### config.mk
export PLATFORM = sky130hd
export DESIGN_NAME = knn_topk_tracker_flat
export DESIGN_NICKNAME = d
export VERILOG_FILES = /design/src/rtl/knn_topk_tracker_if.sv /design/src/rtl/knn_topk_tracker.sv /design/src/flat_wrapper.sv
export SDC_FILE = /design/constraint.sdc
export NUM_CORES = 2
export LEC_CHECK = 0
export BUFFER_PORTS_ARGS = -buffer_cell sky130_fd_sc_hd__buf_2
export CAP_MARGIN = 0
export CORE_ASPECT_RATIO = 1.1
export CORE_MARGIN = 2
export CORE_UTILIZATION = 50
export CTS_BUF_LIST = sky130_fd_sc_hd__clkbuf_4
export DETAILED_ROUTE_END_ITERATION = 10
export GPL_TIMING_DRIVEN = 0
export PLACE_DENSITY = 0.65
export SLEW_MARGIN = 20
export SYNTH_ARGS = -nofsm -noshare
export SYNTH_HDL_FRONTEND = slang
export SYNTH_SLANG_ARGS = --single-unit
export TNS_END_PERCENT = 100
### constraint.sdc
create_clock -name clk_in -period 9.23 [get_ports clk_in]
set_input_delay 1.846 -clock clk_in [delete_from_list [all_inputs] [get_ports clk_in]]
set_output_delay 1.846 -clock clk_in [all_outputs]
set_load 0.01 [all_outputs]
### src/rtl/knn_topk_tracker_if.sv
// Candidate input, list status and sorted-result stream of the top-K nearest-neighbour tracker.
// The master side feeds candidates and control; the slave side is the tracker.
interface knn_topk_tracker_if #(
   parameter int K          = 8,
   parameter int DIST_WIDTH = 32,
   parameter int ID_WIDTH   = 16
);
   logic                     clear_in;
   logic                     data_valid_in;
   logic [DIST_WIDTH-1:0]    distance_sq_in;
   logic [ID_WIDTH-1:0]      vertex_id_in;
   logic                     ready_out;
   logic                     drain_in;
   logic [$clog2(K+1)-1:0]   count_out;
   logic [DIST_WIDTH-1:0]    worst_dist_out;
   logic                     result_valid_out;
   logic [DIST_WIDTH-1:0]    result_dist_out;
   logic [ID_WIDTH-1:0]      result_id_out;
   logic                     result_last_out;
   logic                     done_out;

   modport master (
      output clear_in, data_valid_in, distance_sq_in, vertex_id_in, drain_in,
      input  ready_out, count_out, worst_dist_out,
      input  result_valid_out, result_dist_out, result_id_out, result_last_out, done_out
   );

   modport slave (
      input  clear_in, data_valid_in, distance_sq_in, vertex_id_in, drain_in,
      output ready_out, count_out, worst_dist_out,
      output result_valid_out, result_dist_out, result_id_out, result_last_out, done_out
   );
endinterface

### src/rtl/knn_topk_tracker.sv
// Keeps the K nearest candidates of a query sorted by squared distance (slot 0 nearest)
// and streams them out nearest-first on request without disturbing the list.
//
// state   | meaning
// COLLECT | accept one candidate per cycle, parallel compare-and-shift insertion
// DRAIN   | emit slots 0..count-1 on consecutive cycles, candidates dropped
module knn_topk_tracker #(
   parameter int K          = 8,
   parameter int DIST_WIDTH = 32,
   parameter int ID_WIDTH   = 16
) (
   input  logic                clk_in,
   input  logic                rst_in,
   knn_topk_tracker_if.slave   bus
);
   localparam int CW = $clog2(K+1);
   localparam int IW = $clog2(K);

   typedef enum logic {COLLECT, DRAIN} state_t;

   state_t                 state;
   logic [DIST_WIDTH-1:0]  slot_dist [K];
   logic [ID_WIDTH-1:0]    slot_id   [K];
   logic [K-1:0]           slot_vld;
   logic [CW-1:0]          count;
   logic [IW-1:0]          idx;
   logic                   res_valid;
   logic [DIST_WIDTH-1:0]  res_dist;
   logic [ID_WIDTH-1:0]    res_id;
   logic                   res_last;
   logic                   done_r;

   logic [K-1:0]           gt;
   logic [DIST_WIDTH-1:0]  ins_dist [K];
   logic [ID_WIDTH-1:0]    ins_id   [K];
   logic [K-1:0]           ins_vld;
   logic [CW-1:0]          ins_count;
   logic [CW-1:0]          nxt_count;
   logic [DIST_WIDTH-1:0]  nxt_dist0;
   logic [ID_WIDTH-1:0]    nxt_id0;
   logic                   accept;
   logic [IW-1:0]          nidx;

   // Valid slots are contiguous and sorted, so gt is a thermometer code: the first set
   // bit is the insertion point, everything above it shifts down by one.
   always_comb begin
      for (int i = 0; i < K; i++)
         gt[i] = !slot_vld[i] || (slot_dist[i] > bus.distance_sq_in);
      ins_dist = slot_dist;
      ins_id   = slot_id;
      ins_vld  = slot_vld;
      if (gt[0]) begin
         ins_dist[0] = bus.distance_sq_in;
         ins_id[0]   = bus.vertex_id_in;
         ins_vld[0]  = 1'b1;
      end
      for (int i = 1; i < K; i++) begin
         if (gt[i]) begin
            if (gt[i-1]) begin
               ins_dist[i] = slot_dist[i-1];
               ins_id[i]   = slot_id[i-1];
               ins_vld[i]  = slot_vld[i-1];
            end else begin
               ins_dist[i] = bus.distance_sq_in;
               ins_id[i]   = bus.vertex_id_in;
               ins_vld[i]  = 1'b1;
            end
         end
      end
      accept    = (state == COLLECT) && bus.data_valid_in && (|gt);
      ins_count = (count == CW'(K)) ? count : count + CW'(1);
      nxt_count = accept ? ins_count   : count;
      nxt_dist0 = accept ? ins_dist[0] : slot_dist[0];
      nxt_id0   = accept ? ins_id[0]   : slot_id[0];
      nidx      = idx + IW'(1);
   end

   always_ff @(posedge clk_in) begin
      if (rst_in) begin
         state     <= COLLECT;
         slot_vld  <= '0;
         count     <= '0;
         idx       <= '0;
         res_valid <= 1'b0;
         res_dist  <= '0;
         res_id    <= '0;
         res_last  <= 1'b0;
         done_r    <= 1'b0;
         for (int i = 0; i < K; i++) begin
            slot_dist[i] <= '0;
            slot_id[i]   <= '0;
         end
      end else begin
         done_r <= 1'b0;
         if (bus.clear_in) begin
            state     <= COLLECT;
            slot_vld  <= '0;
            count     <= '0;
            res_valid <= 1'b0;
            res_dist  <= '0;
            res_id    <= '0;
            res_last  <= 1'b0;
            if (bus.data_valid_in && state == COLLECT) begin
               slot_dist[0] <= bus.distance_sq_in;
               slot_id[0]   <= bus.vertex_id_in;
               slot_vld[0]  <= 1'b1;
               count        <= CW'(1);
            end
         end else if (state == COLLECT) begin
            if (accept) begin
               slot_dist <= ins_dist;
               slot_id   <= ins_id;
               slot_vld  <= ins_vld;
               count     <= ins_count;
            end
            // The first entry is taken from the post-insert list so a same-cycle
            // candidate is part of the stream.
            if (bus.drain_in) begin
               if (nxt_count == '0) begin
                  done_r <= 1'b1;
               end else begin
                  state     <= DRAIN;
                  idx       <= '0;
                  res_valid <= 1'b1;
                  res_dist  <= nxt_dist0;
                  res_id    <= nxt_id0;
                  res_last  <= (nxt_count == CW'(1));
               end
            end
         end else begin
            if (res_last) begin
               state     <= COLLECT;
               res_valid <= 1'b0;
               res_dist  <= '0;
               res_id    <= '0;
               res_last  <= 1'b0;
               done_r    <= 1'b1;
            end else begin
               idx      <= nidx;
               res_dist <= slot_dist[nidx];
               res_id   <= slot_id[nidx];
               res_last <= (CW'(nidx) == count - CW'(1));
            end
         end
      end
   end

   assign bus.ready_out        = (state == COLLECT);
   assign bus.count_out        = count;
   assign bus.worst_dist_out   = (count == CW'(K)) ? slot_dist[K-1] : '1;
   assign bus.result_valid_out = res_valid;
   assign bus.result_dist_out  = res_dist;
   assign bus.result_id_out    = res_id;
   assign bus.result_last_out  = res_last;
   assign bus.done_out         = done_r;
endmodule
### src/flat_wrapper.sv
// flat-port wrapper written by rule: the top's interface ports become plain ports
module knn_topk_tracker_flat 
#(
   parameter int K          = 8,
   parameter int DIST_WIDTH = 32,
   parameter int ID_WIDTH   = 16
)
  (clk_in, rst_in, bus_clear_in, bus_data_valid_in, bus_distance_sq_in, bus_vertex_id_in, bus_drain_in, bus_ready_out, bus_count_out, bus_worst_dist_out, bus_result_valid_out, bus_result_dist_out, bus_result_id_out, bus_result_last_out, bus_done_out);
  knn_topk_tracker_if #(.K(K), .DIST_WIDTH(DIST_WIDTH), .ID_WIDTH(ID_WIDTH)) bus_i ();
  input  logic clk_in;
  input  logic rst_in;
  input wire logic [$bits(bus_i.clear_in)-1:0] bus_clear_in;
  input wire logic [$bits(bus_i.data_valid_in)-1:0] bus_data_valid_in;
  input wire logic [$bits(bus_i.distance_sq_in)-1:0] bus_distance_sq_in;
  input wire logic [$bits(bus_i.vertex_id_in)-1:0] bus_vertex_id_in;
  input wire logic [$bits(bus_i.drain_in)-1:0] bus_drain_in;
  output wire logic [$bits(bus_i.ready_out)-1:0] bus_ready_out;
  output wire logic [$bits(bus_i.count_out)-1:0] bus_count_out;
  output wire logic [$bits(bus_i.worst_dist_out)-1:0] bus_worst_dist_out;
  output wire logic [$bits(bus_i.result_valid_out)-1:0] bus_result_valid_out;
  output wire logic [$bits(bus_i.result_dist_out)-1:0] bus_result_dist_out;
  output wire logic [$bits(bus_i.result_id_out)-1:0] bus_result_id_out;
  output wire logic [$bits(bus_i.result_last_out)-1:0] bus_result_last_out;
  output wire logic [$bits(bus_i.done_out)-1:0] bus_done_out;
  assign bus_i.clear_in = bus_clear_in;
  assign bus_i.data_valid_in = bus_data_valid_in;
  assign bus_i.distance_sq_in = bus_distance_sq_in;
  assign bus_i.vertex_id_in = bus_vertex_id_in;
  assign bus_i.drain_in = bus_drain_in;
  assign bus_ready_out = bus_i.ready_out;
  assign bus_count_out = bus_i.count_out;
  assign bus_worst_dist_out = bus_i.worst_dist_out;
  assign bus_result_valid_out = bus_i.result_valid_out;
  assign bus_result_dist_out = bus_i.result_dist_out;
  assign bus_result_id_out = bus_i.result_id_out;
  assign bus_result_last_out = bus_i.result_last_out;
  assign bus_done_out = bus_i.done_out;
  knn_topk_tracker #(.K(K), .DIST_WIDTH(DIST_WIDTH), .ID_WIDTH(ID_WIDTH)) u_core (.clk_in(clk_in), .rst_in(rst_in), .bus(bus_i));
endmodule
## Word-level counts from Yosys, hierarchy flattened

Index checks and enable logic that the tools add are counted.

| storage, ports and cells | value |
|---|---|
| bits in registers | 451 |
| input bits | 53 |
| logic and storage cells | 190 |
| output and inout bits | 88 |

| cells by class | value |
|---|---|
| bitwise logic cells | 3 |
| equality and inequality tests | 8 |
| reduce and logical (&&, ||, !) cells | 43 |
| add/subtract/negate cells | 3 |
| muxes and demuxes | 92 |
| magnitude comparators | 9 |

Operators by type and width:

| kind | count |
|---|---|
| 2-to-1 mux 32 bit | 25 |
| 2-to-1 mux 256 bit | 2 |
| 2-to-1 mux 16 bit | 24 |
| greater-than comparator 32 bit | 8 |
| 2-to-1 mux 128 bit | 2 |
| binary-select mux 32 bit (select 3 bit) | 1 |
| binary-select mux 16 bit (select 3 bit) | 1 |
| AND reduction 4 bit | 8 |
| AND reduction 3 bit | 10 |
| 2-to-1 mux 1 bit | 29 |
| 2-to-1 mux 4 bit | 4 |
| 2-to-1 mux 3 bit | 4 |
| zero test 1 bit | 8 |
| logical OR 1 bit | 8 |
| OR reduction 8 bit | 1 |
| inequality test 2 bit, second input constant | 3 |
| nonzero test 2 bit | 3 |
| adder 4 x 1 -> 4 bit, second input constant | 1 |
| == test 3 x 4 -> 1 bit | 1 |
| == test 4 x 1 -> 1 bit, second input constant | 1 |
| == test 4 bit, second input constant | 1 |
| >= comparator 4 bit, second input constant | 1 |
| zero test 4 bit | 1 |
| inequality test 2 x 1 -> 1 bit, second input constant | 2 |
| other kinds (7) | 9 |

## Depth between registers and ports, before layout

| depth | value |
|---|---|
| depth in word-level cells | 9 |
| depth in mapped cells | 17 |
| mapped depth without buffers | 13 |

## Worst setup path before layout

No wires, ideal clock.

| timing path | value |
|---|---|
| path type | input port to flip-flop |
| start | in bus_distance_sq_in[13] |
| end | reg u_core.res_dist[25], in the netlist u_core.bus.result_dist_out[25] |
| setup time | 69 ps |
| path buffers | 4 |
| data required time | 9,161 ps |
| slack | 3,878 ps |
| stages | 17 |
| arrival | 5,283 ps |
| path through | clkbuf_1 inv_1 ha_1 a21o_1 a21o_1 a221o_1 a211o_1 o211ai_1 clkbuf_1 nand2_1 or4b_1 or2_1 o211ai_4 buf_6 buf_6 nand3_1 o21ai_1 |

| on the way | value |
|---|---|
| cells in the longest elaborated chain, start to end | 8 |
| elaborated cells between the ends (all ways) | 27 |
| classes of those cells | 8 x order compare; 1 x eq/ne; 6 x mux; 12 x reduce/logical |

Ends and longest elaborated chain:

| item | line | text |
|---|---|---|
| start, declared | flat_wrapper.sv:14 | `input wire logic [$bits(bus_i.distance_sq_in)-1:0] bus_distance_sq_in;` |
| greater-than comparator 32 bit | knn_topk_tracker.sv:48 | `gt[i] = !slot_vld[i] \|\| (slot_dist[i] > bus.distance_sq_in);` |
| logical OR 1 bit | knn_topk_tracker.sv:48 |  |
| OR reduction 8 bit | knn_topk_tracker.sv:70 | `accept = (state == COLLECT) && bus.data_valid_in && (\|gt);` |
| logical AND 1 bit | knn_topk_tracker.sv:70 |  |
| 2-to-1 mux 4 bit or 2-to-1 mux 32 bit (tied branches) | - |  |
| zero test 4 bit or 2-to-1 mux 32 bit (tied branches) | knn_topk_tracker.sv:119 | `if (nxt_count == '0) begin` |
| inequality test 2 x 1 -> 1 bit (no source line) or 2-to-1 mux 32 bit (tied branches) | - |  |
| AND reduction 2 bit (no source line) or 2-to-1 mux 32 bit (tied branches) | - |  |
| end signal, assigned | knn_topk_tracker.sv:125 | `res_dist <= nxt_dist0;` |
| end signal, assigned | knn_topk_tracker.sv:140 | `res_dist <= slot_dist[nidx];` |
| end, declared | knn_topk_tracker.sv:28 | `logic [DIST_WIDTH-1:0] res_dist;` |

Parallel ways exist; a longest one is shown, timed or not. The select of a mux whose other input is x is not followed.
A chain may end at the register's enable or synchronous reset.

## Final worst setup path

| timing path | value |
|---|---|
| start | in bus_distance_sq_in[29] |
| end | reg u_core.slot_dist[55] (netlist name) |

| on the way | value |
|---|---|
| cells in the longest elaborated chain, start to end | 5 |
| elaborated cells between the ends (all ways) | 20 |
| classes of those cells | 8 x order compare; 1 x mux; 11 x reduce/logical |

Ends and longest elaborated chain:

| item | line | text |
|---|---|---|
| greater-than comparator 32 bit | knn_topk_tracker.sv:48 |  |
| logical OR 1 bit | knn_topk_tracker.sv:48 |  |
| OR reduction 8 bit | knn_topk_tracker.sv:70 |  |
| logical AND 1 bit | knn_topk_tracker.sv:70 |  |
| AND reduction 4 bit (no source line) | - |  |
| end signal, assigned | knn_topk_tracker.sv:111 | `slot_dist <= ins_dist;` |
| end, declared | knn_topk_tracker.sv:22 | `logic [DIST_WIDTH-1:0] slot_dist [K];` |

Parallel ways exist; a longest one is shown, timed or not.

==> impl_metrics.toml <==
[timing]
worst_pin_slew_ns = 1.26
fin_crit_ns = 7.67
skew_ns = 0.0563
rsz0062_at_grt = "false"
tns_ns = 0
max_freq_mhz = 130
hold_viol_final = 0
slew_viol_final = 0
setup_viol = 0
slew_headroom = 0.161
finalCritPeriodShare = 0.831

[power]
pwr-share-comb = 0.288
ir_drop_mv = 0.106
power_frac_clock = 0.334
powerDensity_nw_per_um2 = 187
p_leak_nw = 12.4
p_seq_frac = 0.378
p_switching_w = 0.00216
internal-power_w = 0.00378
swShare = 0.363

[die]
fp.dieH_um = 255
die-width_um = 232
die_area_sq_um = 59000
coreArea_sq_um = 56200
ios = 141
initial_core_util = 0.508
row_count = 91

[yosys]
syn-cell-area_sq_um = 28500
seq_area_frac_synth = 0.316
synthesis.nets = 3474
async_flop_share = 0
yosysTopAreaCell = "dfxtp_1"
post-synth-top-count-cell = "nor2_1"
ys_top_cells_by_count = "nor2_1, dfxtp_1, mux2i_1"
syn_avg_cell_area_sq_um = 9.03
synth_cells = 3162
ys_ff_latch = 451
synth_ff_type = "dfxtp_1"
yosys_warnings = 0
synth_area_leaders = "dfxtp_1, mux2i_1, ha_1"
synth.distinct_cells = 59
synth_top_area_frac = 0.316
synth-edff-count = 0

[status]
status = "finished clean"

[clock_tree]
cts_inserted_buffers = 130
cts_max_level = 4
clock_path_buffers = 3
clk_pin_slew_ns = 0.06
ctsHoldBuffers = 0
cts_setup_buffers = 0
clk_latency_ns = 1.04
post_cts_resized = 0
root_buffer = "clkbuf_4"
cts_tree = "built"
clock_sinks = 451

[detailed_routing]
ant_nets = 0
drt_iter0_markers = 3022
drc_errors = 0
finalWirelength_um = 119000
first_pass_iters = 6
routed_via_density = 6.51
avgRoutedWirePerCell_um = 28.2
vias = 27500

[critical_path]
cp.arrival_ns = 8.52
critPathRequiredTime_ns = 10.07
crit_fanout = 10
cp-end-kind = "flop"
crit_chain = "clkbuf_1, inv_1, ha_1, nand4_1, nor4_1, nand4_1, a31oi_1, o22ai_1, clkbuf_1, nor2_1, clkbuf_2, buf_1, a211oi_1"
crit_slowest_cell = "nor2_1"
slowest_delay_ns = 1.04
crit_type = "in -> reg"
start_kind = "input port"

[min_path]
hold_path_class = "reg -> reg"

[grt]
antenna_found_initial = 6
grt_usage = 0.398
grt_max_degree = 17
grt_overflow_total = 0
grt_pass1_vias = 26800
grt_pass1_wl_um = 172000

[place]
place_congestion = 0.972
io_buffers = 93
placedCellCount = 4001
dpl.hpwl_um = 88500

[job]
cap_violations = 0

[finish]
fill_cells = 5181
drive_gt1_frac = 0.129
finalNonFillerCells = 4228
syn_to_final_growth_pct = 10.9
nNetsFinal = 3701
power by group through the flow:
stage                     clock (W)  sequential (W)  combinational, W
after floorplan                   0         0.00222           0.00114
after global placement            0         0.00227           0.00163
after detailed placement          0         0.00228           0.00166
after CTS                   0.00199         0.00223           0.00167
after global routing        0.00209         0.00225           0.00180
final                       0.00198         0.00224           0.00171
path summary, 6_finish.rpt:
check / slack, ns / endpoint / cells after the start / startpoint
max reg2reg: 2.75 / u_core.slot_dist[55] / 11 / u_core.slot_dist[63]
max: 1.56 / u_core.slot_dist[55] / 13 / bus_distance_sq_in[29]
min reg2reg: 0.44 / u_core.bus.result_id_out[7] / 2 / u_core.bus.result_id_out[7]
min: 0.44 / u_core.bus.result_id_out[7] / 2 / u_core.bus.result_id_out[7]
cell usage in the layout (no fill, tap or decap), types with 7 or more instances in the layout:
cell / instances
inv_1: 55
nand2_1: 121
mux4_2: 96
or2_2: 34
a22oi_1: 7
clkbuf_4: 182
dfxtp_1: 451
buf_1: 53
o21ai_1: 21
a31oi_1: 11
diode_2: 12
a211oi_1: 343
nand2b_1: 12
nor4_1: 10
nor2_1: 505
a21oi_1: 169
a21o_1: 34
buf_2: 105
mux2i_1: 414
o22ai_1: 50
o211ai_1: 9
nand3_1: 70
ha_1: 259
clkbuf_1: 214
clkinv_1: 17
o21ai_0: 67
nand4_1: 46
nor3_1: 9
nor2b_1: 14
flip-flops by register name, summed over array words and instances (netlist names):
| name | cells |
|---|---|
| u_core.idx | 3 |
| u_core.bus.count_out | 4 |
| u_core.bus.result_last_out | 1 |
| u_core.slot_vld | 8 |
| u_core.bus.done_out | 1 |
| u_core.slot_dist | 256 |
| u_core.bus.result_id_out | 16 |
| u_core.bus.result_dist_out | 32 |
| u_core.state | 1 |
| u_core.bus.result_valid_out | 1 |
| u_core.slot_id | 128 |
metrics by stage:
stage | hold slack [ns] | setup slack [ns] | total power [W] | area, sq um | utilization
2_1_floorplan | 0.463 | 3.88 | 0.00336 | 28500 | -
3_3_place_gp | 0.438 | 0.559 | 0.00390 | 29900 | 0.532
3_5_place_dp | 0.437 | 0.983 | 0.00394 | 30000 | 0.533
4_1_cts | 0.447 | 1.99 | 0.00589 | 31600 | 0.563
5_1_grt | 0.471 | 1.62 | 0.00615 | 31600 | 0.563
6_report | 0.444 | 1.56 | 0.00594 | 31700 | 0.563
worst max-delay path: cells and delay by family:
kind | cells | cell delay [ns]
buffers and inverters | 5 | 2.41
and+or+nand+nor | 4 | 2.91
AOI/OAI and AO/OA | 3 | 0.92
adders and majority gates | 1 | 0.41
kinds of logic (layout without fill, tap and decap cells):
logic type	Yosys count	in the layout	share of synthesized area
xor+xnor	5	5	0.00153
fa+ha+maj	259	259	0.114
compound gates	743	743	0.172
simple gates	852	852	0.130
other cells	0	12	0
buf+inv	342	652	0.0461
flops	451	451	0.316
mux	510	510	0.221
cell type report:
cell class | count | area, sq um | area share
timing repair buffer | 95 | 488 | 0.0154
antenna | 12 | 30.0 | 0.000948
sequential | 451 | 9030 | 0.285
tap | 744 | 931 | 0.0294
buffer | 287 | 1120 | 0.0354
inverter | 55 | 206 | 0.00652
clock inverter | 33 | 284 | 0.00897
clock buffer | 182 | 1370 | 0.0431
multi-input combinational | 2369 | 18200 | 0.575
routing by layer:
metal,routed length [um],share of wire,vias to the layer above,GRT usage
met3,11000,0.093,398,0.102
li1,-,-,12200,-
met2,53300,0.45,1569,0.629
met4,8160,0.068,4,0.259
met1,46800,0.39,13300,0.480
met5,21,0.00018,-,0
No activity file was read; power rests on OpenSTA's default activity.
